File: src/rtl/regfile_shadow.sv
// Double-buffered configuration register file: host writes land in a shadow bank,
// and a commit copies the whole shadow bank into the active bank in one edge.
module regfile_shadow #(
    parameter int               WIDTH     = 8,
    parameter int               NUMREGS   = 9,
    parameter int               NUMSTAT   = 2,
    parameter int               ADDRW     = 8,
    parameter logic [WIDTH-1:0] RESET_VAL = '0
) (
    input  logic                       clk,
    input  logic                       reset_n,
    output logic [NUMREGS*WIDTH-1:0]   config_bits,
    input  logic [ADDRW-1:0]           write_addr,
    input  logic [WIDTH-1:0]           write_data,
    input  logic                       write,
    input  logic [ADDRW-1:0]           read_addr,
    input  logic                       read,
    input  logic                       read_src,
    input  logic [NUMSTAT*WIDTH-1:0]   status_in,
    input  logic                       commit,
    input  logic                       lock,
    output logic [WIDTH-1:0]           read_data,
    output logic                       read_valid,
    output logic                       commit_done,
    output logic                       dirty,
    output logic                       err
);

    // One extra bit keeps the range limits exact even when the map fills the address space.
    localparam logic [ADDRW:0] CFG_LIMIT = (ADDRW+1)'(NUMREGS);
    localparam logic [ADDRW:0] ALL_LIMIT = (ADDRW+1)'(NUMREGS + NUMSTAT);

    logic [WIDTH-1:0] shadow_q [NUMREGS];
    logic [WIDTH-1:0] shadow_d [NUMREGS];
    logic [WIDTH-1:0] active_q [NUMREGS];

    logic [WIDTH-1:0] read_data_q, read_data_d;
    logic             read_valid_q;
    logic             commit_done_q;
    logic             dirty_q, dirty_d;
    logic             err_q, err_d;

    logic             wr_ok;
    logic             wr_rej;
    logic             rd_oob;
    logic [WIDTH-1:0] rd_val;

    assign wr_ok  = write && !lock && ({1'b0, write_addr} < CFG_LIMIT);
    assign wr_rej = write && !wr_ok;
    assign rd_oob = read && ({1'b0, read_addr} >= ALL_LIMIT);

    // shadow_d already carries a same-cycle write, so a write plus commit is committed.
    genvar gi;
    generate
        for (gi = 0; gi < NUMREGS; gi++) begin : g_bank
            assign shadow_d[gi] = (wr_ok && (write_addr == ADDRW'(gi))) ? write_data : shadow_q[gi];
            assign config_bits[gi*WIDTH +: WIDTH] = active_q[gi];
        end
    endgenerate

    always_comb begin
        rd_val = '0;
        for (int i = 0; i < NUMREGS; i++) begin
            if (read_addr == ADDRW'(i)) begin
                rd_val = read_src ? active_q[i] : shadow_q[i];
            end
        end
        for (int j = 0; j < NUMSTAT; j++) begin
            if (read_addr == ADDRW'(NUMREGS + j)) begin
                rd_val = status_in[j*WIDTH +: WIDTH];
            end
        end
    end

    always_comb begin
        read_data_d = read ? rd_val : read_data_q;
        err_d       = wr_rej || rd_oob;
        dirty_d     = dirty_q;
        if (commit) begin
            dirty_d = 1'b0;
        end else if (wr_ok) begin
            dirty_d = 1'b1;
        end
    end

    always_ff @(posedge clk or negedge reset_n) begin
        if (!reset_n) begin
            for (int i = 0; i < NUMREGS; i++) begin
                shadow_q[i] <= RESET_VAL;
                active_q[i] <= RESET_VAL;
            end
            read_data_q   <= '0;
            read_valid_q  <= 1'b0;
            commit_done_q <= 1'b0;
            dirty_q       <= 1'b0;
            err_q         <= 1'b0;
        end else begin
            for (int i = 0; i < NUMREGS; i++) begin
                shadow_q[i] <= shadow_d[i];
                if (commit) begin
                    active_q[i] <= shadow_d[i];
                end
            end
            read_data_q   <= read_data_d;
            read_valid_q  <= read;
            commit_done_q <= commit;
            dirty_q       <= dirty_d;
            err_q         <= err_d;
        end
    end

    assign read_data   = read_data_q;
    assign read_valid  = read_valid_q;
    assign commit_done = commit_done_q;
    assign dirty       = dirty_q;
    assign err         = err_q;

endmodule

File: config.mk
export PLATFORM = sky130hd
export DESIGN_NAME = regfile_shadow
export DESIGN_NICKNAME = d
export VERILOG_FILES = /design/src/rtl/regfile_shadow.sv
export SDC_FILE = /design/constraint.sdc
export NUM_CORES = 1
export LEC_CHECK = 0
export BUFFER_PORTS_ARGS = -buffer_cell sky130_fd_sc_hd__buf_4
export CAP_MARGIN = 25
export CORE_ASPECT_RATIO = 1.4
export CORE_UTILIZATION = 56
export CTS_CLUSTER_SIZE = 14
export DETAILED_ROUTE_END_ITERATION = 12
export PLACE_DENSITY = 0.8
export REMOVE_ABC_BUFFERS = 1
export SYNTH_ARGS = -nofsm -noshare
export SYNTH_HDL_FRONTEND = slang
export SYNTH_SLANG_ARGS = --single-unit
File: constraint.sdc
create_clock -name clk -period 2.2 [get_ports clk]
set_input_delay 0.33 -clock clk [delete_from_list [all_inputs] [get_ports clk]]
set_output_delay 0.33 -clock clk [all_outputs]
set_load 0.01 [all_outputs]
==> results by group <==
Outcome
  – Status: finished, final reports clean

Global routing
  – Total congestion overflow: 0
  – Initial antenna violation count: 0
  – GRT Total Usage: 31.3%
  – Pin count of the biggest net entering global routing: 75
  – First-pass GRT wire length: 31300 um
  – Number of global-route vias before repair: 5572

Finish
  – Layout area overhead: 27.9%
  – Multi-input logic area: 3340 um2
  – Sequential cell area: 3900 um2
  – Final net count: 752
  – Share of cells above drive strength 1: 51.0%
  – Ant. Diodes: 0
  – Fill cells: 859

Timing
  – Setup ws final: 228 ps
  – Fin crit share: 89.6%
  – Post-Route Skew: 6.20 ps
  – Setup Viol. Count Final: 0
  – Worst Tran Pin Value: 494 ps
  – Fmax: 0.507 GHz
  – Max-Slew Margin vs Limit: 66.8%
  – Max-slew violations: 0
  – Final hold vios: 0
  – RSZ-0062 raised after global routing: no
  – Crit path time final: 1970 ps

Power
  – P_sw: 1.59 mW
  – PD cells: 716 nW/um2
  – Sw Ratio: 23.5%
  – Static leakage: 4.80 nW
  – Combinational Power Share: 9.8%
  – Clock Power Share: 45.7%
  – Internal: 5.17 mW
  – Worst VDD drop: 0.524 mV
  – Register share of total power: 44.5%
  – Total power: 6.76 mW

Worst setup path
  – CP Class: input port to flop
  – Crit-path slowest cell: or4_4
  – R2R Path Start: config_bits[55]$_DFFE_PN0P_
  – Setup crit start kind: input port
  – Worst reg2reg path depth: 5
  – Worst setup EP type: flop
  – Flop2flop setup slack: 500 ps
  – Slowest stage delay, CP: 570 ps
  – Worst-path fanout max: 8
  – CP startpoint: write_addr[7]
  – CP cell instances: buf_4 -> or4_4 -> nor3b_2 -> and4_1 -> buf_12 -> mux2_1 -> mux2_2
  – CP Data Arrival Time: 2270 ps
  – WP data required: 2500 ps
  – Reg2reg end: read_data[7]$_DFFE_PN0P_
  – End of the critical path: config_bits[61]$_DFFE_PN0P_

Logic synthesis
  – Synth warn: 0
  – Number of library cell types mapped by synthesis: 47
  – Post-synth EDFFs: 0
  – Biggest area consumer among synthesized cells: dfrtp_1
  – Synthesized cell area: 7380 um2
  – Seq/Total Area, Yosys: 52.9%
  – Synth top area share: 52.9%
  – Synth Register Bits: 156
  – Mapped Cells: 544
  – Avg Inst Size Synth: 13.6 um2
  – Async set-reset flop share out of synthesis: 100%
  – Synth top area cells: dfrtp_1, mux2_2, mux2i_1
  – Top FF cell, synth: dfrtp_1

Drt
  – Top layer in use: met4
  – Via count: 5508
  – Post-route ant nets: 0
  – Residual DRC: 0
  – Metal-1 WL: 7950 um
  – Total routed wirelength: 20400 um
  – DR WL met2: 10300 um
  – WL per Instance: 23.4 um
  – Vias per cell: 6.32
  – DR iter-0 viols: 442
  – Routed met3 length: 1250 um
  – TritonRoute pass-1 iters: 4

Clocking
  – Num CTS Buffers: 17
  – Root buf cell: clkbuf_16
  – Setup bufs post-CTS: 0
  – CTS tree: built
  – Clock sink count: 156
  – Worst skew pair latency: 420 ps
  – H-tree depth: 4
  – Clk buf depth: 2
  – Worst-path clk slew: 60 ps

Placement
  – Routability cong.: 0.948
  – HPWL Detailed: 14300 um
  – Port Buf Inserts: 130
  – Setup WS pre-CTS: -158 ps

Die
  – I/O pin count: 131
  – Initial Utilization: 57.3%
  – DIE AREA: 13700 um2
  – Rows: 49
  – Width of the die: 99.0 um
  – Core area: 12900 um2
  – Die H: 138 um

Hold path
  – Hold Crit Class: input port to flop

Flow run
  – # Max-Cap Violations: 0
## synthesized netlist by cell type (2+ instances only)
master / number
a211oi_1: 2
nand2_1: 24
mux2i_1: 46
o22a_1: 2
a22o_1: 3
mux4_2: 11
and3_1: 2
a21oi_1: 13
a32oi_1: 2
a22oi_1: 19
o31ai_1: 4
a31oi_1: 5
buf_2: 6
nor2_1: 12
nor2b_1: 3
buf_1: 3
a21boi_0: 3
o22ai_1: 7
mux2_1: 5
o211ai_1: 5
nand2_2: 3
clkbuf_1: 16
o21ai_0: 8
nor3b_1: 3
nand2b_1: 4
buf_4: 2
nor3_1: 3
dfrtp_1: 156
mux2_2: 146
o221ai_1: 5
nand3b_2: 2
inv_1: 4
## cells in the final DEF, fill, tap and decap left out, types with 3 or more instances in the layout
| cell type | n |
|---|---|
| clkinv_4 | 5 |
| nor3b_1 | 3 |
| a22o_1 | 3 |
| o221ai_1 | 5 |
| nor2_1 | 12 |
| a21boi_0 | 3 |
| nor2b_1 | 3 |
| nor3_1 | 3 |
| mux2i_1 | 46 |
| o21ai_0 | 8 |
| o211ai_1 | 5 |
| clkbuf_16 | 17 |
| nand2b_1 | 4 |
| nand2_2 | 3 |
| bufinv_16 | 4 |
| dfrtp_1 | 156 |
| mux2_2 | 146 |
| buf_12 | 7 |
| a22oi_1 | 19 |
| a21oi_1 | 13 |
| mux2_1 | 5 |
| inv_1 | 4 |
| a31oi_1 | 5 |
| mux4_2 | 11 |
| nand2_1 | 24 |
| buf_4 | 160 |
| o31ai_1 | 4 |
| o22ai_1 | 7 |
## stage by stage
step	instances	hold WS, ps	cell area [um2]	setup TNS (ps)	utilization (%)
2_1_floorplan	517	34.4	7270	-659	-
3_3_place_gp	838	290	8810	-2550	68.4
3_5_place_dp	838	297	8810	-4680	68.4
4_1_cts	871	109	9450	0	73.4
5_1_grt	871	116	9450	0	73.4
6_report	871	124	9450	0	73.4
## worst min-delay path by stage
stage / slack (ps) / startpoint / cells after the start / endpoint
finish: 120 / read / 1 / read_valid$_DFF_PN0_
CTS: 110 / read / 1 / read_valid$_DFF_PN0_
floorplan: 30 / reset_n / 0 / commit_done$_DFF_PN0_
global route: 120 / read / 1 / read_valid$_DFF_PN0_
global placement: 290 / reset_n / 1 / config_bits[64]$_DFFE_PN0P_
detailed placement: 300 / reset_n / 1 / config_bits[64]$_DFFE_PN0P_
## metal layers
layer  GRT usage [%]  vias to the layer above
met3            5.34                       61
met5               0                        -
met2            52.3                      266
li1                -                     2375
met1            39.4                     2806
met4            16.0                        0
## worst max-delay path, delay by kind of cell
family | cells | cell delay (ps)
and+or+nand+nor | 3 | 1050
muxes | 2 | 630
buffers and inverters | 2 | 250
## logic make-up after synthesis
| kind of cell | Yosys count | synth area share, % |
|---|---|---|
| buffers and inverters | 32 | 1.83 |
| AND/OR/NAND/NOR | 70 | 5.46 |
| flip-flops | 156 | 52.9 |
| multiplexers | 208 | 32.6 |
| AO/OA/AOI/OAI | 78 | 7.22 |
## power groups by stage
stage	sequential, mW	combinational [mW]	clock [mW]
floorplan	3.07	0.229	0
global placement	3.06	0.642	0
detailed placement	3.06	0.657	0
CTS	3.01	0.663	3.11
global route	3.02	0.711	3.25
finish	3.01	0.665	3.09
## repair_timing
action	4_1_cts	5_1_grt
hold buffers	1	0
endpoints found under the hold margin	46	0
resized for setup	0	0
## final cells by class
| type | instances | area share [%] |
|---|---|---|
| Clock buffer | 19 | 4.58 |
| Timing Repair Buffer | 169 | 14.4 |
| Tap cell | 153 | 2.03 |
| Multi-Input combinational cell | 356 | 35.4 |
| Inverter | 5 | 0.199 |
| Clock inverter | 13 | 2.04 |
| Sequential cell | 156 | 41.3 |
## registers in the layout (all words and copies together), names as in the netlist
name         cells
config_bits     72
shadow_q        72
read_data        8
commit_done      1
dirty            1
err              1
read_valid       1
(Power assumes the default switching activity.)
